`src/rtl/sid_pkg.sv`:
```
// Shared types and constants for the SID bus sequencer.
// Holds bus widths, the register count, the FSM state enum and the write bundle.
package sid_pkg;

   localparam int SID_ADDR_W   = 5;
   localparam int SID_DATA_W   = 8;
   localparam int SID_NUM_REGS = 25;

   typedef enum logic [2:0] {
      RESET,
      IDLE,
      SETUP,
      ACTIVE,
      HOLD
   } sid_state_e;

   typedef struct packed {
      logic [SID_ADDR_W-1:0] addr;
      logic [SID_DATA_W-1:0] data;
   } sid_wr_t;

   function automatic logic sid_addr_ok(
      input logic [SID_ADDR_W-1:0] a
   );
      return a < SID_ADDR_W'(SID_NUM_REGS);
   endfunction

endpackage

```
`src/rtl/sid_wr_fifo.sv`:
```
// Synchronous write queue of {addr, data} SID register writes.
// Push on full and pop on empty are ignored; rst discards all entries.
module sid_wr_fifo
   import sid_pkg::*;
#(
   parameter int FIFO_DEPTH = 16
) (
   input  logic    clk,
   input  logic    rst,
   input  logic    push,
   input  logic    pop,
   input  sid_wr_t din,
   output sid_wr_t dout,
   output logic    full,
   output logic    empty
);

   localparam int AW = $clog2(FIFO_DEPTH);

   sid_wr_t          mem [FIFO_DEPTH];
   logic [AW-1:0]    wr_ptr;
   logic [AW-1:0]    rd_ptr;
   logic [AW:0]      count;
   logic             do_push;
   logic             do_pop;

   assign full    = (count == (AW+1)'(FIFO_DEPTH));
   assign empty   = (count == '0);
   assign do_push = push && !full;
   assign do_pop  = pop && !empty;
   assign dout    = mem[rd_ptr];

   // storage array, written on accepted push
   always_ff @(posedge clk) begin
      if (do_push) begin
         mem[wr_ptr] <= din;
      end
   end

   // pointers and occupancy
   always_ff @(posedge clk or posedge rst) begin
      if (rst) begin
         wr_ptr <= '0;
         rd_ptr <= '0;
         count  <= '0;
      end else begin
         if (do_push) wr_ptr <= wr_ptr + 1'b1;
         if (do_pop)  rd_ptr <= rd_ptr + 1'b1;
         unique case ({do_push, do_pop})
            2'b10:   count <= count + 1'b1;
            2'b01:   count <= count - 1'b1;
            default: count <= count;
         endcase
      end
   end

endmodule

```
`src/rtl/sid_bus_sequencer.sv`:
```
// Buffers SID register writes and replays them on the SID bus with phi2 timing.
// Optional macro SID_REFRESH_EN: rewrite a shadow copy of all registers when idle.
module sid_bus_sequencer
   import sid_pkg::*;
#(
   parameter int CLK_DIV     = 16,
   parameter int FIFO_DEPTH  = 16,
   parameter int RST_PERIODS = 10
) (
   input  logic       clk,
   input  logic       rst,
   input  logic       wr_valid,
   input  logic [4:0] wr_addr,
   input  logic [7:0] wr_data,
   output logic       wr_ready,
   output logic       sid_clk,
   output logic [4:0] sid_addr,
   output logic [7:0] sid_data,
   output logic       sid_cs,
   output logic       sid_rw,
   output logic       sid_rst,
   output logic       busy,
   output logic       overflow
);

   localparam int PW = $clog2(CLK_DIV);
   localparam int CW = $clog2(RST_PERIODS + 1);
   localparam logic [PW-1:0] PH_LAST = PW'(CLK_DIV - 1);
   localparam logic [PW-1:0] PH_HALF = PW'(CLK_DIV / 2);
   localparam logic [CW-1:0] CNT_LAST = CW'(RST_PERIODS - 1);

   sid_state_e    state, state_nxt;
   logic [PW-1:0] phase, phase_nxt;
   logic [CW-1:0] rst_cnt, cnt_nxt;
   logic [4:0]    addr_nxt;
   logic [7:0]    data_nxt;
   logic          cs_nxt;
   logic          rw_nxt;
   logic          srst_nxt;
   logic          push;
   logic          pop;
   logic          fifo_full;
   logic          fifo_empty;
   sid_wr_t       fifo_dout;
   logic          in_cycle;

`ifdef SID_REFRESH_EN
   logic [7:0] shadow [SID_NUM_REGS];
   logic [4:0] refresh_ptr, ptr_nxt;
   logic       is_refresh, refr_nxt;
`endif

   assign phase_nxt = (phase == PH_LAST) ? '0 : phase + 1'b1;
   assign wr_ready  = (state != RESET) && !fifo_full;
   assign push      = wr_valid && wr_ready && sid_addr_ok(wr_addr);
   assign in_cycle  = (state == SETUP) || (state == ACTIVE)
                   || (state == HOLD);

`ifdef SID_REFRESH_EN
   assign busy = !fifo_empty || (in_cycle && !is_refresh);
`else
   assign busy = !fifo_empty || in_cycle;
`endif

   sid_wr_fifo #(
      .FIFO_DEPTH(FIFO_DEPTH)
   ) u_fifo (
      .clk  (clk),
      .rst  (rst),
      .push (push),
      .pop  (pop),
      .din  ('{addr: wr_addr, data: wr_data}),
      .dout (fifo_dout),
      .full (fifo_full),
      .empty(fifo_empty)
   );

   // phase counter and registered phi2, high for the upper half period
   always_ff @(posedge clk or posedge rst) begin
      if (rst) begin
         phase   <= '0;
         sid_clk <= 1'b0;
      end else begin
         phase   <= phase_nxt;
         sid_clk <= (phase_nxt >= PH_HALF);
      end
   end

   // sticky flag for requests arriving while not ready
   always_ff @(posedge clk or posedge rst) begin
      if (rst) begin
         overflow <= 1'b0;
      end else if (wr_valid && !wr_ready) begin
         overflow <= 1'b1;
      end
   end

   // FSM state and registered bus outputs
   always_ff @(posedge clk or posedge rst) begin
      if (rst) begin
         state    <= RESET;
         rst_cnt  <= '0;
         sid_addr <= '0;
         sid_data <= '0;
         sid_cs   <= 1'b1;
         sid_rw   <= 1'b1;
         sid_rst  <= 1'b0;
`ifdef SID_REFRESH_EN
         refresh_ptr <= '0;
         is_refresh  <= 1'b0;
`endif
      end else begin
         state    <= state_nxt;
         rst_cnt  <= cnt_nxt;
         sid_addr <= addr_nxt;
         sid_data <= data_nxt;
         sid_cs   <= cs_nxt;
         sid_rw   <= rw_nxt;
         sid_rst  <= srst_nxt;
`ifdef SID_REFRESH_EN
         refresh_ptr <= ptr_nxt;
         is_refresh  <= refr_nxt;
`endif
      end
   end

   // next state: decisions are keyed to the phase being entered
   always_comb begin
      state_nxt = state;
      cnt_nxt   = rst_cnt;
      addr_nxt  = sid_addr;
      data_nxt  = sid_data;
      cs_nxt    = sid_cs;
      rw_nxt    = sid_rw;
      srst_nxt  = sid_rst;
      pop       = 1'b0;
`ifdef SID_REFRESH_EN
      ptr_nxt   = refresh_ptr;
      refr_nxt  = is_refresh;
`endif
      unique case (state)
         RESET: begin
            if (phase_nxt == '0) begin
               if (rst_cnt == CNT_LAST) begin
                  srst_nxt  = 1'b1;
                  state_nxt = IDLE;
               end else begin
                  cnt_nxt = rst_cnt + 1'b1;
               end
            end
         end
         IDLE: begin
            if (phase_nxt == '0) begin
               if (!fifo_empty) begin
                  pop       = 1'b1;
                  addr_nxt  = fifo_dout.addr;
                  data_nxt  = fifo_dout.data;
                  rw_nxt    = 1'b0;
                  state_nxt = SETUP;
`ifdef SID_REFRESH_EN
                  refr_nxt  = 1'b0;
               end else begin
                  addr_nxt  = refresh_ptr;
                  data_nxt  = shadow[refresh_ptr];
                  rw_nxt    = 1'b0;
                  refr_nxt  = 1'b1;
                  state_nxt = SETUP;
                  ptr_nxt   = (refresh_ptr == 5'(SID_NUM_REGS - 1))
                            ? '0 : refresh_ptr + 1'b1;
`endif
               end
            end
         end
         SETUP: begin
            if (phase_nxt == PH_HALF) begin
               cs_nxt    = 1'b0;
               state_nxt = ACTIVE;
            end
         end
         ACTIVE: begin
            if (phase_nxt == '0) begin
               cs_nxt    = 1'b1;
               state_nxt = HOLD;
            end
         end
         HOLD: begin
            rw_nxt    = 1'b1;
            state_nxt = IDLE;
         end
         default: begin
            state_nxt = RESET;
         end
      endcase
   end

`ifdef SID_REFRESH_EN
   // shadow copy of each value latched by the SID
   always_ff @(posedge clk or posedge rst) begin
      if (rst) begin
         shadow <= '{default: '0};
      end else if (state == ACTIVE && state_nxt == HOLD) begin
         shadow[sid_addr] <= sid_data;
      end
   end
`endif

endmodule

```
`config.mk`:
```
export PLATFORM = sky130hd
export DESIGN_NAME = sid_bus_sequencer
export DESIGN_NICKNAME = d
export VERILOG_FILES = /design/src/rtl/sid_pkg.sv /design/src/rtl/sid_wr_fifo.sv /design/src/rtl/sid_bus_sequencer.sv
export SDC_FILE = /design/constraint.sdc
export NUM_CORES = 1
export LEC_CHECK = 0
export ABC_AREA = 1
export BUFFER_PORTS_ARGS = -buffer_cell sky130_fd_sc_hd__buf_4
export CAP_MARGIN = 20
export CORE_MARGIN = 1
export CORE_UTILIZATION = 55
export DETAILED_ROUTE_END_ITERATION = 7
export PLACE_DENSITY = 0.75
export SLEW_MARGIN = 10
export SYNTH_ARGS = -nofsm -noshare
export SYNTH_HDL_FRONTEND = slang
export SYNTH_SLANG_ARGS = --single-unit
```
`constraint.sdc`:
```
create_clock -name clk -period 4.56 [get_ports clk]
set_clock_uncertainty 0.1 [all_clocks]
set_input_delay 0.912 -clock clk [delete_from_list [all_inputs] [get_ports clk]]
set_output_delay 0.912 -clock clk [all_outputs]
set_load 0.03 [all_outputs]
```
==> metrics.md, run 1 <==
| Metric | Value |
|---|---|
| Outcome | completed |
| Die extent in y | ~140 um |
| Clk pwr share | 44.5% |
| FMAX | 329.3 MHz |
| R2R Path Start | u_fifo.count[0] |
| Initial antenna violation count | 0 |
| CP required | 4.88 ns |
| Fin nets | 1,158 |
| DRC viols | 0 |
| Total GRT Usage | 25.08% |
| Worst setup path start | u_fifo.count[0] |
| Worst setup SP type | flip-flop |
| Post-cts repair resize count | 0 |
| Hold Fails Final Rpt | 0 |
| Vias in the first global route | a little over 7,000 |
| Worst-Margin Slew | 1.100 ns |
| Post-Syn Instances | 1,097 |
| Mapped Nets | 1,126 |
| Die ar. | 0.02075 mm2 |
| Pwr/cell area | 366.8 mW/mm2 |
| Dpl hpwl | 14,960 um |
| Net Switching | 0.8823 mW |
| HP Class | reg2reg |
| Io pins | 36 |
| Area after DPL | 0.01158 mm2 |
| Post-synthesis sequential area ratio | between 60% and 70% |
| CTS tree | built |
| Commonest non-fill, non-tap cell in the layout | nand2_1 |
| Max_slew headroom | 26.26% |
| Pleak | approximately 5.5 nW |
| Core ar. | a little under 0.02 mm2 |
| Layout area overhead | 11.93% |
| Horiz. Die Dim | ~140 um |
| RR Endpoint | u_fifo.count[4] |
| Post-route design area | around 0.012 mm2 |
| Number of post-CTS setup repair buffers | 0 |
| Port bufs | 35 |
| GPL Wtd Cong | 0.8275 |
| Max VDD drop | 0.2956 mV |
| Combinational Power Share | 1.1% |
| Slew Viols, Final | 0 |
| Cell mode on critical path | nand2_1 |
| Root Driver | clkbuf_16 |
| H-Tree Depth | 1 |
| Worst path arrival time | about 3.4 ns |
| Period Utilization, post-route | 66.60% |
| First-pass GRT wire length | 38,610 um |
| First DRT Iteration DRCs | 653 |
| Largest net degree at the start of global routing | 105 |
| Via count | 7,497 |
| Period minus WS final | 3.037 ns |
| Fill cells | 1,507 |
| Synth Cell Area | 0.01110 mm2 |
| Cell Int Power | approximately 3.7 mW |
| CTS buffer count | 26 |
| Final setup TNS | 0 ns |
| CP Capture Type | flip-flop |
| # clock sinks | 250 |
| Vias per inst | 5.302 |
| Layout cells sized above 1 | 10.62% |
| CP Cell Sequence | nor2_1 > nand3_1 > o21ai_2 > inv_2 > nand2_2 > ha_1 > inv_1 > fa_1 > inv_1 > nand2_1 > nand2_1 > a21oi_1 > xor2_1 > nand2_1 > nand2_1 |
| CTS max path bufs | 3 |
| Synth warn | 0 |
| Final Setup Violations | 0 |
| Most frequent cells in the layout | 354 x nand2_1, 208 x edfxtp_1, 185 x inv_1, 168 x nand3_1, 49 x buf_4 |
| Clock transition at path regs | 0.06 ns |
| Antenna-violating nets left | 0 |
| Starting density of the core | 56.64% |
| Reg power frac | between 50% and 60% |
| Slowest CP cell | nand2_2 |
| Post-CTS Hold Buffers | 0 |
| DRT Pass-1 Iters | 5 |
| Cell count of the worst reg-to-reg path | 15 |
| Avg Inst Size Synth | 10.11 um2 |
| Seq cells post-synth | 250 |
| Wire per inst | 17.53 um |
| GR Overflow Total | 0 |
| Row cnt | 51 |
| Sw Ratio | around a fifth |
| Antenna Cells | 0 |
| CP Capture Point | u_fifo.count[4] |
| Clk Latency, worst-skew pair | 0.52 ns |
| WS Path Type | reg2reg |
| R2R Setup Slk | 1.52 ns |
| Synth unique cells | 34 |
| DRT Wirelength | 24,780 um |
| Unrepaired setup endpoints after global routing | false |
| Max FO, Critical Path | 22 |
| Max Cap Viol | 0 |
| Slowest stage delay, CP | 0.46 ns |
-- worst min-delay path by stage --
stage               startpoint         end  slack [ns]  cells after the start
floorplan           rst_cnt[3]  rst_cnt[3]        0.34                      1
global placement       sid_rst     sid_rst        0.35                      1
detailed placement     sid_rst     sid_rst        0.35                      1
CTS                    sid_rst     sid_rst        0.36                      1
global route           sid_rst     sid_rst        0.39                      1
finish                 sid_rst     sid_rst        0.37                      1
-- state kept, by name, summed over array words and instances, names as in the netlist --
register / count
overflow: 1
phase: 4
rst_cnt: 4
sid_addr: 5
sid_clk: 1
sid_cs: 1
sid_data: 8
sid_rst: 1
sid_rw: 1
state: 3
u_fifo.count: 5
u_fifo.mem: 208
u_fifo.rd_ptr: 4
u_fifo.wr_ptr: 4
-- final cells by class --
cell class,instances,area [um2],area share [%]
clock buffers,32,694.4,5.591
clock inverters,16,122.6,0.9873
inverters,192,723.2,5.823
multi-input cells,609,2864,23.06
flip-flops and latches,250,7305,58.82
well taps,265,331.6,2.670
repair buffers,50,379.1,3.053
-- synth_stat cells --
cell type,number,share of area [%]
fa_1,1,0.18
or2_2,1,0.056
nor2_2,1,0.056
nand4_1,2,0.11
o21bai_1,2,0.14
xor2_1,7,0.55
nor3_1,19,0.86
edfxtp_1,208,56
buf_6,10,1.0
inv_4,1,0.056
buf_4,4,0.27
inv_2,4,0.14
buf_1,1,0.034
a21oi_1,3,0.14
o21a_1,2,0.14
o21ai_0,7,0.32
nor2_1,13,0.44
nand2_1,354,12
buf_2,21,0.95
nor2_4,2,0.20
dfrtp_1,40,9.0
dfstp_2,2,0.47
ha_1,12,1.4
nand3_1,168,7.6
inv_1,186,6.3
nand3b_1,1,0.068
a21o_1,2,0.14
clkinv_1,1,0.034
clkbuf_1,10,0.34
o21ai_2,1,0.079
nand2_2,4,0.23
xnor2_1,5,0.39
a31oi_1,1,0.056
o21ai_1,1,0.045
-- through the flow --
step	power (mW)	setup WS, ns	utilization, %	instances	hold slack, ns
floorplan	2.530	1.617	-	1097	0.3415
global placement	2.574	1.121	59.13	1364	0.3459
detailed placement	2.575	1.093	59.13	1364	0.3491
CTS	4.567	1.549	63.30	1412	0.3642
global route	4.665	1.315	63.40	1414	0.3853
finish	4.555	1.523	63.40	1414	0.3673
-- critical path, delay by kind of cell (launching register included) --
kind            cells  cell delay [ns]
simple gates        7             1.01
buf+inv             3             0.23
flops               1             0.43
compound gates      2             0.24
fa+ha+maj           2             0.77
xor+xnor            1             0.14
-- per-layer routing --
metal	share of wire [%]	vias to the layer above	GRT usage [%]
met2	48	268	41.11
met3	6.2	60	4.272
met1	43	3583	34.10
met4	2.9	0	8.343
li1	-	3586	-
met5	0	-	0
-- power groups by stage --
stage / registers, mW / clock network (mW) / logic (mW)
final: 2.47 / 2.03 / 0.0524
after detailed placement: 2.52 / 0 / 0.0529
after floorplan: 2.52 / 0 / 0.00670
after global placement: 2.52 / 0 / 0.0523
after CTS: 2.47 / 2.04 / 0.0530
after global routing: 2.47 / 2.13 / 0.0567
-- cells by family after synthesis --
kind of cell / count (synthesis) / synth area share (%)
simple gates: 565 / 21.57
flops: 250 / 65.79
buf+inv: 238 / 9.123
compound gates: 19 / 1.037
fa+ha+maj: 13 / 1.534
xor+xnor: 12 / 0.9472
Note: power is estimated with default switching activity, not from simulation.
==> run 2, diff against run 1 <==
PLACE_DENSITY = 0.78   (was 0.75)
clock period = 2.4 ns   (was 4.56 ns; I/O delays follow)
==> run 2 against run 1 <==
Net effect:
- the run now ends with negative hold slack left
- cell count is 2.8% higher
- highest routed layer unchanged
- largest cell class unchanged
- design area is 3.0% higher
- sequential share of layout area is 1.7 points lower
- combinational power is 100% higher
- global-route usage is 0.11 points higher
==> metrics.md, run 2 (synthesized netlist as in run 1, its figures left out) <==
| Metric | Value |
|---|---|
| Die ar. | 0.02075 mm2 (unchanged) |
| Io pins | 36 (unchanged) |
| DRT Pass-1 Iters | 5 (unchanged) |
| Clk Latency, worst-skew pair | 0.53 ns (about the same) |
| Initial antenna violation count | 0 (unchanged) |
| Clk pwr share | 44.3% (-0.2 points) |
| CTS buffer count | 25 (-3.8%) |
| Final worst setup slack | 0.1722 ns (-1.351 ns) |
| Post-Route Utilization | 65.31% (+1.9 points) |
| CP Cell Sequence | nor2_4 > inv_2 > nor2_4 > nand2_2 > nor2_4 > ha_4 > inv_1 > fa_2 > inv_1 > nand2_1 > nand2_1 > a21oi_1 > xor2_1 > nand2_1 > nand2_1 |
| Total GRT Usage | 25.18% (+0.11 points) |
| Pwr/cell area | 674.1 mW/mm2 (+84%) |
| Die extent in y | 144.0 um (unchanged) |
| Cell mode on critical path | nand2_1 |
| Slew Viols, Final | 0 (unchanged) |
| Setup WS pre-CTS | -0.1587 ns (-1.252 ns) |
| Most frequent cells in the layout | 354 x nand2_1, 208 x edfxtp_1, 185 x inv_1, 168 x nand3_1, 84 x buf_4 |
| Port bufs | 35 (unchanged) |
| Largest net degree at the start of global routing | 108 (+2.9%) |
| CP Capture Type | flip-flop |
| Net Switching | 1.663 mW (+89%) |
| Layout cells sized above 1 | 13.40% (+2.8 points) |
| Period Utilization, post-route | 92.82% (+26 points) |
| Crit path buf inv count | 3 (unchanged) |
| Pleak | 5.695 nW (+3.8%) |
| DRC viols | 0 (unchanged) |
| Sw Ratio | 19.28% (-0.083 points) |
| Final hold slack | -0.01109 ns (-0.3784 ns) |
| Slowest CP cell | dfrtp_1 |
| Layout area overhead | 15.31% |
| WS Path Type | reg2reg |
| Wire per inst | 17.17 um (-2.0%) |
| Period minus WS final | 2.228 ns (-0.8091 ns) |
| Outcome | complete, but fails checks |
| Final Setup Violations | 0 (unchanged) |
| Commonest non-fill, non-tap cell in the layout | nand2_1 |
| Max Cap Viol | 0 (unchanged) |
| Max FO, Critical Path | 5 (-77%) |
| Dpl hpwl | 16,090 um (+7.6%) |
| Antenna-violating nets left | 0 (unchanged) |
| # clock sinks | 250 (unchanged) |
| H-Tree Depth | 1 (unchanged) |
| CTS tree | built |
| Unrepaired setup endpoints after global routing | false |
| Root Driver | clkbuf_16 |
| Slowest stage delay, CP | 0.41 ns (-0.05 ns) |
| Largest register by flop count | u_fifo.mem |
| Violated checks | negative hold slack |
| Top delay family on crit path | simple AND/OR/NAND/NOR gates |
| DRT Wirelength | 24,950 um (+0.68%) |
| Cell Int Power | 6.962 mW (+90%) |
| CTS max path bufs | 3 (unchanged) |
| Vias per inst | 5.284 (-0.35%) |
| Row cnt | 51 (unchanged) |
| Via count | 7,677 (+2.4%) |
| First DRT Iteration DRCs | 615 (-5.8%) |
| FMAX | 448.9 MHz (+36%) |
| Starting density of the core | 56.64% (unchanged) |
| Fin nets | 1,197 (+3.4%) |
| Worst path arrival time | 2.55 ns (-0.80 ns) |
| Combinational Power Share | 1.2% (about the same) |
| GPL Wtd Cong | 0.8801 (+6.4%) |
| Worst setup SP type | flip-flop |
| Max VDD drop | 0.6726 mV (+130%) |
| Worst-Margin Slew | 0.6237 ns (-0.4764 ns) |
| Largest register FFs | 208 (unchanged) |
| First-pass GRT wire length | 38,960 um (+0.89%) |
| Reg power frac | 54.5% (+0.2 points) |
| Vias in the first global route | 7,420 (+4.2%) |
| Max_slew headroom | 58.37% (+32 points) |
| CP required | 2.72 ns (-2.16 ns) |
| HP Class | in2async |
| GR Overflow Total | 0 (unchanged) |
| Hold Fails Final Rpt | 22 (+22) |
| Horiz. Die Dim | 144.0 um (unchanged) |
| Biggest regs | u_fifo.mem: 208 flops, sid_data: 8 flops |
| Post-CTS Hold Buffers | 0 (unchanged) |
| Clock transition at path regs | 0.06 ns (about the same) |
| Core ar. | 0.01959 mm2 (unchanged) |
==> run 2: metrics by stage <==
step	instance area, um2	power [mW]	cells	setup TNS [ns]
3_5_place_dp	11950	4.899	1403	-0.2307
2_1_floorplan	11110	4.807	1097	-18.92
3_3_place_gp	11950	4.895	1403	-0.1658
5_1_grt	12790	8.850	1452	0
4_1_cts	12750	8.660	1449	0
6_report	12790	8.625	1453	0
==> run 2: routing by layer <==
metal	part of all wire, %	vias up	track usage, %
li1	-	3660	-
met1	40	3640	32.97
met2	50	308	42.26
met3	6.6	69	3.113
met4	3.9	0	11.37
met5	0	-	0
==> run 2: worst register-to-register path, cell delays in order, from the launching register on <==
cell     delay [ns]
dfrtp_1        0.41
nor2_4         0.15
inv_2          0.07
nor2_4         0.12
nand2_2        0.09
nor2_4         0.14
ha_4           0.17
inv_1          0.06
fa_2           0.33
inv_1          0.06
nand2_1        0.06
nand2_1        0.06
a21oi_1        0.06
xor2_1         0.14
nand2_1        0.06
nand2_1        0.04
==> run 2: timing repair <==
item / 4_1_cts / 5_1_grt
buffers inserted: 0 / 3
setup endpoints to repair: 0 / 1
gates resized for setup: 0 / 4
==> run 2: path summary, 6_finish.rpt <==
path	startpoint	depth (start not counted)	endpoint	slack, ns
max	state[2]	15	u_fifo.count[4]	0.17
min	rst	3	u_fifo.count[4]	-0.01
max reg2reg	state[2]	15	u_fifo.count[4]	0.17
min reg2reg	rst_cnt[3]	1	rst_cnt[3]	0.37
max in group asynchronous	rst	3	u_fifo.rd_ptr[0]	1.81
min in group clk	wr_valid	2	overflow	0.11
==> run 2: power groups by stage <==
stage          Sequential, mW  Clock, mW  Combinational [mW]
6_report                 4.70       3.82               0.105
5_1_grt                  4.70       4.04               0.113
4_1_cts                  4.70       3.85               0.107
3_5_place_dp             4.79          0               0.107
3_3_place_gp             4.79          0               0.103
2_1_floorplan            4.79          0              0.0127
==> run 2: area by class of cell <==
cell class | count | area, um2
clock inverters | 15 | 147.6
fillers | 1449 | 6795
clock buffers | 31 | 648.1
repair buffers | 90 | 750.7
well taps | 265 | 331.6
diodes | 1 | 2.502
multi-input cells | 609 | 2887
flip-flops and latches | 250 | 7305
inverters | 192 | 723.2
